## src/rtl/fifo_rd_packer.sv

```systemverilog
// fifo_rd_packer: pops bytes from the read side of an async FIFO and packs
// them, lane 0 first, into 32-bit words on a valid/ready output stream.
// A flush (external pulse, or the idle timeout when enabled) emits whatever
// partial word is held, marked with m_last, then pulses flush_done.
//
// Optional build macro: FIFO_RD_PACK_TIMEOUT_EN enables an idle counter that
// flushes a partial word after TIMEOUT idle cycles.
//
// Ports:
//   rclk, rrst_n        clock / async active-low reset (FIFO read domain)
//   rd, empty, Rdata    FIFO pop request, empty flag, data (1 cycle after pop)
//   flush               single-cycle request to emit a partial word
//   m_valid, m_ready    output handshake
//   m_data, m_keep      packed word and per-byte lane valid
//   m_last              word produced by a flush
//   flush_done          one-cycle pulse when a flush completes

// One byte lane of the word buffer.
module fifo_rd_packer_lane (
  input  logic       rclk,
  input  logic       rrst_n,
  input  logic       clr,
  input  logic       we,
  input  logic [7:0] d,
  output logic [7:0] q
);
  always_ff @(posedge rclk or negedge rrst_n) begin
    if (!rrst_n)  q <= '0;
    else if (clr) q <= '0;
    else if (we)  q <= d;
  end
endmodule

module fifo_rd_packer #(
  parameter int TIMEOUT = 16
) (
  input  logic        rclk,
  input  logic        rrst_n,
  output logic        rd,
  input  logic        empty,
  input  logic [7:0]  Rdata,
  input  logic        flush,
  output logic        m_valid,
  input  logic        m_ready,
  output logic [31:0] m_data,
  output logic [3:0]  m_keep,
  output logic        m_last,
  output logic        flush_done
);
  localparam int NUM_LANES = 4;

  typedef enum logic [1:0] {FILL, HOLD, FLUSH} state_t;

  state_t                        state, n_state;
  logic [2:0]                    cnt, n_cnt;      // bytes landed in the buffer (0..4)
  logic                          inflight;        // popped byte due on Rdata this cycle
  logic                          pend, n_pend;    // flush seen, waiting for the word in HOLD
  logic                          rdy;             // low for the first edge after reset
  logic                          n_mv, n_last, n_fd;
  logic [31:0]                   n_data;
  logic [3:0]                    n_keep, part_keep;
  logic                          out_free, flush_req, tmo_fire;
  logic [NUM_LANES-1:0][7:0]     lane_q;
  logic [NUM_LANES-1:0]          lane_we;
  logic                          buf_clr;

  genvar g;
  generate
    for (g = 0; g < NUM_LANES; g++) begin : g_lane
      fifo_rd_packer_lane u_lane (
        .rclk  (rclk),
        .rrst_n(rrst_n),
        .clr   (buf_clr),
        .we    (lane_we[g]),
        .d     (Rdata),
        .q     (lane_q[g])
      );
    end
  endgenerate

`ifdef FIFO_RD_PACK_TIMEOUT_EN
  localparam int TW = $clog2(TIMEOUT + 1);
  logic [TW-1:0] tmo_cnt;
  logic          idle;

  // Idle = partial word parked, nothing in flight, nothing to pop.
  assign idle     = (state == FILL) && (cnt != 3'd0) && !inflight && empty && !pend;
  assign tmo_fire = idle && (tmo_cnt == TW'(TIMEOUT - 1));

  always_ff @(posedge rclk or negedge rrst_n) begin
    if (!rrst_n)                     tmo_cnt <= '0;
    else if (!idle || rd || tmo_fire) tmo_cnt <= '0;
    else                             tmo_cnt <= tmo_cnt + 1'b1;
  end
`else
  logic [31:0] unused_timeout;
  assign unused_timeout = 32'(TIMEOUT);
  assign tmo_fire       = 1'b0;
`endif

  assign out_free  = !m_valid || m_ready;
  // A flush arriving while already flushing is dropped.
  assign flush_req = (flush && (state != FLUSH)) || tmo_fire;

  // Pop only while collecting, with room for the byte in flight plus this one.
  assign rd = rdy && !empty && (state == FILL) && !pend && !flush_req &&
              ((cnt + {2'b00, inflight}) <= 3'd3);

  always_comb begin
    case (cnt)
      3'd1:    part_keep = 4'h1;
      3'd2:    part_keep = 4'h3;
      3'd3:    part_keep = 4'h7;
      default: part_keep = 4'hF;
    endcase
  end

  always_comb begin
    n_state = state;
    n_cnt   = cnt;
    n_pend  = pend;
    n_mv    = m_valid && !m_ready;
    n_data  = m_data;
    n_keep  = m_keep;
    n_last  = m_last;
    n_fd    = 1'b0;
    lane_we = '0;
    buf_clr = 1'b0;

    if (state == HOLD) begin
      if (out_free) begin
        n_mv    = 1'b1;
        n_data  = lane_q;
        n_keep  = 4'hF;
        n_last  = 1'b0;
        n_cnt   = 3'd0;
        buf_clr = 1'b1;
        n_state = FILL;
      end
      if (flush_req) n_pend = 1'b1;
    end else begin
      // Landing byte; the 4th goes straight to the output when it can.
      if (inflight) begin
        if (cnt == 3'd3) begin
          if (out_free) begin
            n_mv    = 1'b1;
            n_data  = {Rdata, lane_q[2], lane_q[1], lane_q[0]};
            n_keep  = 4'hF;
            n_last  = 1'b0;
            n_cnt   = 3'd0;
            buf_clr = 1'b1;
          end else begin
            lane_we[3] = 1'b1;
            n_cnt      = 3'd4;
            n_state    = HOLD;
          end
        end else begin
          lane_we[cnt[1:0]] = 1'b1;
          n_cnt             = cnt + 3'd1;
        end
      end

      if ((state == FLUSH) || flush_req || pend) begin
        if (n_state == HOLD) begin
          n_pend = 1'b1;                    // finish the full word first
        end else if (inflight) begin
          n_state = FLUSH;                  // wait for the last byte to land
          n_pend  = 1'b0;
        end else if (cnt == 3'd0) begin
          n_fd    = 1'b1;
          n_state = FILL;
          n_pend  = 1'b0;
        end else if (out_free) begin
          // Lanes above cnt are already zero: the buffer clears on every unload.
          n_mv    = 1'b1;
          n_data  = lane_q;
          n_keep  = part_keep;
          n_last  = 1'b1;
          n_cnt   = 3'd0;
          buf_clr = 1'b1;
          n_state = FLUSH;                  // flush_done on the following cycle
          n_pend  = 1'b0;
        end else begin
          n_state = FLUSH;
          n_pend  = 1'b0;
        end
      end
    end
  end

  always_ff @(posedge rclk or negedge rrst_n) begin
    if (!rrst_n) begin
      state      <= FILL;
      cnt        <= '0;
      inflight   <= 1'b0;
      pend       <= 1'b0;
      rdy        <= 1'b0;
      m_valid    <= 1'b0;
      m_data     <= '0;
      m_keep     <= '0;
      m_last     <= 1'b0;
      flush_done <= 1'b0;
    end else begin
      state      <= n_state;
      cnt        <= n_cnt;
      inflight   <= rd;
      pend       <= n_pend;
      rdy        <= 1'b1;
      m_valid    <= n_mv;
      m_data     <= n_data;
      m_keep     <= n_keep;
      m_last     <= n_last;
      flush_done <= n_fd;
    end
  end
endmodule

```

## config.mk

```make
export PLATFORM = sky130hd
export DESIGN_NAME = fifo_rd_packer
export DESIGN_NICKNAME = d
export VERILOG_FILES = /design/src/rtl/fifo_rd_packer.sv
export SDC_FILE = /design/constraint.sdc
export NUM_CORES = 1
export LEC_CHECK = 0
export BUFFER_PORTS_ARGS = -buffer_cell sky130_fd_sc_hd__buf_4
export CORE_UTILIZATION = 35
export DETAILED_ROUTE_END_ITERATION = 16
export GPL_TIMING_DRIVEN = 0
export PLACE_DENSITY = 0.51
export SLEW_MARGIN = 20
export SYNTH_ARGS = -nofsm -noshare
export SYNTH_HDL_FRONTEND = slang
export SYNTH_SLANG_ARGS = --single-unit
```

## constraint.sdc

```tcl
create_clock -name rclk -period 2.35 [get_ports rclk]
set_input_delay 0.705 -clock rclk [delete_from_list [all_inputs] [get_ports rclk]]
set_output_delay 0.705 -clock rclk [all_outputs]
set_load 0.005 [all_outputs]
```

Word-level counts from Yosys, hierarchy flattened
Cells that the tools add are included.

word-level totals
  register bits after elaboration = 79
  logic and storage cells = 143
  input port bits = 13

cells by class
  mux-type cells = 91
  eq/ne operators = 9
  $lt $le $gt $ge = 3
  reduce and logical (&&, ||, !) cells = 24
  add/sub/neg operators = 2

operators by type and width
  operator                                                                              number
  32-bit 2-to-1 mux                                                                     10
  8-bit 2-to-1 mux                                                                      8
  4-bit 2-to-1 mux                                                                      11
  1-bit 2-to-1 mux                                                                      39
  3-bit 2-to-1 mux                                                                      11
  2-bit 2-to-1 mux                                                                      10
  4-bit case mux with 3 select lines                                                    1
  2-bit nonzero test                                                                    5
  1-bit logical AND                                                                     8
  3-bit by 2-bit == test with 1-bit output (second input constant)                      2
  2-bit != test (second input constant)                                                 3
  1-bit zero test                                                                       5
  2-bit by 1-bit == test with 1-bit output (second input constant)                      2
  3-bit by 1-bit adder with 3-bit output                                                1
  3-bit by 1-bit adder with 3-bit output (second input constant)                        1
  3-bit by 1-bit == test with 1-bit output (second input constant)                      1
  3-bit by 2-bit <= comparator with 1-bit output (second input constant)                1
  3-bit zero test                                                                       1
  1-bit logical OR                                                                      3
  2-bit by 3-bit less-than comparator with 1-bit output (second input constant)         1
  1-bit demux with 2-bit select                                                         1
  2-bit == test (second input constant)                                                 1
  2-bit by 1-bit greater-or-equal comparator with 1-bit output (second input constant)  1
  2-bit zero test                                                                       1
  2-bit AND reduction                                                                   1

Logic depth before layout (Yosys ltp)
Gate-level depths: netlist of run 1.

  depth in word-level cells = 12
  mapped depth = 9

Modules after synthesis
From an unflattened synthesis of run 1, not the netlist that was laid out.

second synthesis, totals
  cells, all modules = 306
  area total of the unflattened synthesis = 3648.5 um^2

by module, submodules not included
  module               cells each  times used  area an instance (um^2)
  fifo_rd_packer       202         1           2347.3
  fifo_rd_packer_lane  26          4           325.3

Worst setup path before layout of run 1
No wires, ideal clock.

  kind = input to output
  start = input flush
  end = output rd
  path slack = 0.366 ns
  arrival = 1.279 ns
  required time = 1.645 ns
  stages on the path = 3
  cell sequence = nor2_1 > nand3b_1 > nor4_1

on the way
  longest elaborated chain between the ends = 4

RTL lines
  what                            RTL line  RTL
  start, declared                 42        input logic flush,
  1-bit logical AND               103       assign flush_req = (flush && (state != FLUSH)) || tmo_fire;
  1-bit zero test                 106       assign rd = rdy && !empty && (state == FILL) && !pend && !flush_req &&
  1-bit logical AND (2 in a row)  106
  end, declared                   39        output logic rd,

Every way passes these cells.

Worst setup path after layout of run 1
  start = register cnt[0]
  end = output rd

on the way
  longest elaborated chain between the ends = 3

RTL lines
  what                                            RTL line  RTL
  start, declared                                 55        logic [2:0] cnt, n_cnt;
  start signal, assigned                          205       cnt <= n_cnt;
  3-bit by 1-bit adder with 3-bit output          107       ((cnt + {2'b00, inflight}) <= 3'd3);
  3-bit by 2-bit <= comparator with 1-bit output  107
  1-bit logical AND                               106

Every way passes these cells.

==> run metrics, run 1 <==
vias in the first global route 3505; initial antenna violation count 0; register area share after synthesis 0.4866; VDD IR max 0.0006348 V; Chip Width around 110 µm; most frequent cell on the critical path ha_4; Slew @ Worst Pin between 0.7 and 0.8 ns; PortBufs 52; max incr delay on CP roughly 0.43 ns; syn avg cell area about 10 µm²; H-tree level count 3; Max Clock Freq 0.4218 GHz; Post-Syn Instances approximately 400; antenna-violating nets left 0; die height roughly 110 µm; drt pass-1 iters 5; floorplan core area around 11000 µm²; io pins 53; Setup violations, final 1; Distinct cells, synth 48; period utilization 1.009; largest net degree at the start of global routing 80; n_diodes 0; CP Max Fanout 2; RD Place Congestion ~0.80; Max-slew headroom 0.5097; global-route wire length before repair 19040 µm; LEAKAGE between 2 and 2.5 nW; Inserted Clock Buffers 9; Die Area around 12000 µm²; DR vias between 3000 and 4000; Worst Slack Setup Final -0.02059 ns; family with the most delay on the worst path flip-flops; CTS Sinks 79; clock tree buffer depth 2; layout cell share with drive strength beyond 1 0.2972; Starting Density 0.3667; Final Max Tran Viols 0; final net count ~490; CP Cell Sequence ha_4 > ha_4 > xor2_2 > nor4_4 > buf_4; vias per cell between 5 and 6; failing checks negative setup slack; critical path arrival approximately 1.7 ns; drt total wl roughly 12000 µm; Worst-path clk slew ~0.060 ns; setup TNS -0.02059 ns; critical path type reg -> out; drt wl/cell ~19 µm; outcome finished with violations; Tot GR Track Use 0.2132; Tmin final about 2.4 ns; Fillers between 1000 and 1500; maxcap violations 0; buffers and inverters on the worst path 1; CP endpoint kind output port; RSZ-0062 raised after global routing yes; Post-Synthesis Cell Area a little over 4000 µm²; DP Worst Slack -0.1333 ns; GRT overflow 0; CP max stage cell dfrtp_2; Seq cells post-synth 79; layout overhead on the synthesized area 24.58%; worst min-delay path class in -> async; Ys Warns 0; DP Wirelength about 7900 µm; Syn Nets 418; Row Count 38; Clock Skew roughly 0.0038 ns; CTS tree built; crit path launch type register; Fin. Hold Viols 0; Iter 0 DRT Violations 325; pwr dens ~1200 nW/µm²; worst-skew pair later-pin latency roughly 0.35 ns; DR DRC count 0; Crit path required time around 1.6 ns; CTS Root Cell clkbuf_16
[state kept, by name, indices dropped and copies added, names as in the netlist]
register / cells
m_valid: 1
m_data: 32
cnt: 3
rdy: 1
flush_done: 1
g_lane.u_lane.q: 32
inflight: 1
m_keep: 4
pend: 1
m_last: 1
state: 2
[Yosys cell counts, drive strengths merged]
library cell	count	area, µm²
a22o	2	17.52
o21ai	10	53.80
nand3b	2	27.53
clkbuf	9	35.03
nor2	22	87.58
a21oi	54	285.3
maj3	1	10.01
mux2i	9	90.09
and2b	2	17.52
nand2b	3	18.77
a211oi	24	180.2
o311ai	1	26.28
a31o	1	8.760
conb	1	3.750
inv	6	22.52
ha	6	75.07
o221a	8	90.09
and3	1	6.260
or2	10	62.56
nor4	2	12.51
a21o	2	15.01
a31oi	3	33.78
nand2	34	127.6
nand4	1	6.260
o32ai	24	232.7
o32a	1	10.01
nor3	6	40.04
nand3	25	125.1
xor2	1	8.760
dfrtp	79	1977
buf	23	155.2
nor2b	2	20.02
a22oi	24	180.2
[final timing paths]
| path | startpoint | endpoint | slack [ns] | depth (start not counted) |
|---|---|---|---|---|
| max | cnt[0]$_DFFE_PN0P_ | rd | -0.02 | 5 |
| min | rrst_n | m_data[2]$_DFFE_PN0P_ | 0.40 | 1 |
| max reg2reg | cnt[0]$_DFFE_PN0P_ | m_data[29]$_DFFE_PN0P_ | 0.12 | 10 |
| min reg2reg | m_keep[0]$_DFF_PN0_ | m_keep[0]$_DFF_PN0_ | 0.47 | 1 |
| max in group asynchronous | rrst_n | cnt[0]$_DFFE_PN0P_ | 1.42 | 1 |
| min in group rclk | m_keep[0]$_DFF_PN0_ | m_keep[0]$_DFF_PN0_ | 0.47 | 1 |
[worst register-to-register path, cell delays in order (launching register included)]
cell and delay, ns:
dfrtp_2 0.39, buf_4 0.15, inv_1 0.06, ha_1 0.22, buf_2 0.18, and2b_4 0.21
nor2_2 0.13, a21oi_2 0.10, or2_1 0.23, buf_2 0.18, o221a_2 0.27
[layer usage]
| layer | global-route usage | share of wire | vias up |
|---|---|---|---|
| li1 | - | - | 1649 |
| met1 | 0.2958 | 0.46 | 1778 |
| met2 | 0.3338 | 0.47 | 119 |
| met3 | 0.05394 | 0.058 | 6 |
| met4 | 0.04857 | 0.0068 | 0 |
| met5 | 0 | 0 | - |
[cell families after synthesis]
family | Yosys count | synth area share
flops | 79 | 0.4866
buf+inv | 38 | 0.05236
simple gates | 110 | 0.1358
fa+ha+maj | 7 | 0.02094
xor+xnor | 1 | 0.002156
compound gates | 154 | 0.2790
other cells | 1 | 0.0009230
mux | 9 | 0.02218
[timing repair]
action | 4_1_cts | 5_1_grt
buffers inserted | 1 | 3
endpoints found under the setup margin | 1 | 29
resized for setup | 8 | 13
pin swaps | 2 | 3
hold buffers | 0 | 0
[power breakdown]
group / internal, mW / total [mW] / switching [mW] / leakage [nW]
Clock: 0.912 / 1.49 / 0.578 / 0.155
Combinational: 1.09 / 2.36 / 1.27 / 1.02
Sequential: 1.73 / 2.09 / 0.358 / 1.05
Total: 3.73 / 5.94 / 2.21 / 2.22
[through the flow]
stage | cells | total power, mW | hold WS [ns] | area (µm²) | util
after floorplan | 399 | 3.460 | 0.4094 | 4063 | -
after global placement | 591 | 4.295 | 0.4634 | 4628 | 0.4178
after detailed placement | 591 | 4.339 | 0.4664 | 4628 | 0.4178
after CTS | 608 | 5.901 | 0.4822 | 4990 | 0.4504
after global routing | 611 | 6.334 | 0.4580 | 5061 | 0.4569
final | 611 | 5.939 | 0.3966 | 5061 | 0.4569
[cell type report]
type                       instances  area, µm²  share of cell area
timing repair buffer              56      424.2             0.08381
inverter                           6      22.52            0.004450
tap                              140      175.2             0.03461
multi-input combinational        282       1948              0.3849
clock inverter                     4      51.30             0.01014
buffer                            32      195.2             0.03857
clock buffer                      12      266.5             0.05266
sequential                        79       1978              0.3909
[cells in the final DEF, fill, tap and decap left out, types with 3 or more instances in the layout]
| cell type | synthesis | final |
|---|---|---|
| dfrtp_1 | 79 | 78 |
| buf_4 | 11 | 66 |
| a21oi_1 | 52 | 51 |
| nand2_1 | 34 | 32 |
| nand3_1 | 25 | 25 |
| a211oi_1 | 24 | 24 |
| a22oi_1 | 24 | 24 |
| o32ai_1 | 21 | 21 |
| nor2_1 | 20 | 18 |
| buf_2 | 10 | 10 |
| mux2i_1 | 9 | 9 |
| clkbuf_16 | 0 | 9 |
| or2_2 | 8 | 8 |
| o221a_2 | 8 | 8 |
| o21ai_0 | 8 | 7 |
| inv_1 | 6 | 6 |
| clkbuf_1 | 8 | 6 |
| nor3_1 | 4 | 4 |
| nor2_2 | 2 | 4 |
| ha_1 | 6 | 4 |
| buf_6 | 2 | 3 |
| nand2b_1 | 3 | 3 |
| o32ai_2 | 3 | 3 |
| clkbuf_8 | 0 | 3 |
Note: power is estimated with default switching activity, not from simulation.
==> run 2: changes to the inputs <==
--- a/config.mk
+++ b/config.mk
@@ -5,6 +5,7 @@
 export SDC_FILE = /design/constraint.sdc
 export NUM_CORES = 1
 export LEC_CHECK = 0
+export ABC_CLOCK_PERIOD_IN_PS = 2750
 export BUFFER_PORTS_ARGS = -buffer_cell sky130_fd_sc_hd__buf_4
 export CORE_UTILIZATION = 35
 export DETAILED_ROUTE_END_ITERATION = 16
==> constraint.sdc (replaced) <==
create_clock -name rclk -period 2.75 [get_ports rclk]
set_input_delay 0.825 -clock rclk [delete_from_list [all_inputs] [get_ports rclk]]
set_output_delay 0.825 -clock rclk [all_outputs]
set_load 0.005 [all_outputs]
==> run 2 against run 1 <==
Against the previous run:
- clock skew grew 0.0039 ns
- the run now ends clean
- worst hold slack gained 0.078 ns
- sequential power shrank 14%
- die area is the same
- via count shrank 0.25%
- final cell count shrank 0.16%
- critical endpoint unchanged
- non-clock buffer count shrank 1
- clock power shrank 15%
==> run metrics, run 2 (synthesis gave the netlist of run 1 again) <==
maxcap violations 0; n_diodes 0; Max Clock Freq 0.3786 GHz; Placed Cells about 590; buffers and inverters on the worst path 2; CP max stage cell nor2_1; most frequent cell on the critical path buf_4; Chip Width 109.7 µm; Setup violations, final 0; floorplan core area between 10000 and 15000 µm²; initial antenna violation count 0; DP Wirelength 7880 µm; hold_buf cts 0; layout cell share with drive strength beyond 1 0.2766; Max-slew headroom 0.5081; CP endpoint kind output port; io pins 53; critical path type in -> out; Fin. Hold Viols 0; most frequent cells in the layout 78 x dfrtp_1, 65 x buf_4, 52 x a21oi_1; final net count 484; grt met1 use 0.2954; worst min-delay path class reg -> reg; setup TNS 0 ns; DR DRC count 0; DP Worst Slack about 0.027 ns; Crit path required time 1.93 ns; Worst Slack Setup Final roughly 0.11 ns; clock tree buffer depth 2; drt pass-1 iters 5; post-layout util 0.4497; Iter 0 DRT Violations between 300 and 400; PortBufs 52; Die Area 12040 µm²; most used routing layer met2; Worst-path clk slew about 0.06 ns; Area after DPL 4628 µm²; met2 Track Usage GR 0.3324; drt wl/cell 19.15 µm; Starting Density 0.3667; Tmin final 2.642 ns; outcome finished, final reports clean; H-tree level count 3; GRT overflow 0; vias in the first global route roughly 3500; CTS Root Cell clkbuf_16; final instance area about 5000 µm²; CP Max Fanout 5; crit path launch type input pin; hold_ws ~0.47 ns; pwr dens 1003 nW/µm²; Final Max Tran Viols 0; critical path arrival around 1.8 ns; Tot GR Track Use 0.2127; vias per cell 5.808; period utilization 0.9606; Row Count 38; CP Cell Sequence buf_4 > nor2_1 > nand3b_1 > nor4_2 > buf_4; die height about 110 µm; CTS tree built; antenna-violating nets left 0; met3 Usage GRT 0.05394; power consumption 4.998 mW; Slew @ Worst Pin approximately 0.74 ns; global-route wire length before repair approximately 19000 µm; Clock Skew 0.007731 ns; DR vias 3543; Largest regs g_lane.u_lane.q x32, m_data x32, m_keep x4; VDD IR max between 0.0005 and 0.0006 V; worst-skew pair later-pin latency 0.35 ns; drt total wl between 10000 and 15000 µm; Inserted Clock Buffers 9; CTS Sinks a little under 80; family with the most delay on the worst path simple AND/OR/NAND/NOR gates; layout overhead on the synthesized area 22.64%; Non-Filler Instances between 600 and 700; largest net degree at the start of global routing 80; LEAKAGE about 2.2 nW; max incr delay on CP around 0.31 ns; RSZ-0062 raised after global routing no; RD Place Congestion a little under 0.8; most common cell after layout, fill and taps aside dfrtp_1
## run 2: cell count changes in the layout (fill, tap and decap cells not counted), moves of 2 or more
| cell | before | now |
|---|---|---|
| nor2_1 | 18 | 20 |
| nor2_2 | 4 | 2 |
| nand2_2 | 2 | 0 |
| ha_4 | 2 | 0 |
| nand2_1 | 32 | 34 |
| clkbuf_1 | 6 | 8 |
## run 2: routing by layer
| layer | part of all wire | vias up | routed length (µm) |
|---|---|---|---|
| li1 | - | 1645 | - |
| met1 | 0.47 | 1775 | 5461 |
| met2 | 0.48 | 116 | 5572 |
| met3 | 0.047 | 7 | 549 |
| met4 | 0.0086 | 0 | 101 |
| met5 | 0 | - | 0 |
## run 2: final cells by class
type,instances,area [µm²]
plain buffers,32,190.2
fillers,1056,6096
clock inverters,4,51.30
well taps,140,175.2
inverters,6,22.52
flip-flops and latches,79,1978
multi-input cells,282,1882
clock buffers,12,266.5
repair buffers,55,416.7
## run 2: power breakdown
group	internal (mW)	switching [mW]	total, mW
Clock	0.779	0.493	1.27
Combinational	0.888	1.05	1.94
Sequential	1.48	0.306	1.79
## run 2: final timing paths
| check | from | endpoint | slack, ns | cells after the start |
|---|---|---|---|---|
| min in group asynchronous | rrst_n | m_data[7]$_DFFE_PN0P_ | 0.52 | 1 |
| worst min register to register | m_keep[0]$_DFF_PN0_ | m_keep[0]$_DFF_PN0_ | 0.47 | 1 |
| worst min-delay path | m_keep[0]$_DFF_PN0_ | m_keep[0]$_DFF_PN0_ | 0.47 | 1 |
| max in group asynchronous | rrst_n | cnt[0]$_DFFE_PN0P_ | 1.70 | 1 |
| worst max register to register | cnt[1]$_DFFE_PN0P_ | m_data[23]$_DFFE_PN0P_ | 0.41 | 9 |
| worst max-delay path | flush | rd | 0.11 | 5 |
## run 2: repair_timing
item                                    in CTS  in global routing
endpoints found under the setup margin       0                  1
buffers inserted                             0                  3
resized for setup                            0                  3
hold endpoints to repair                     0                  0
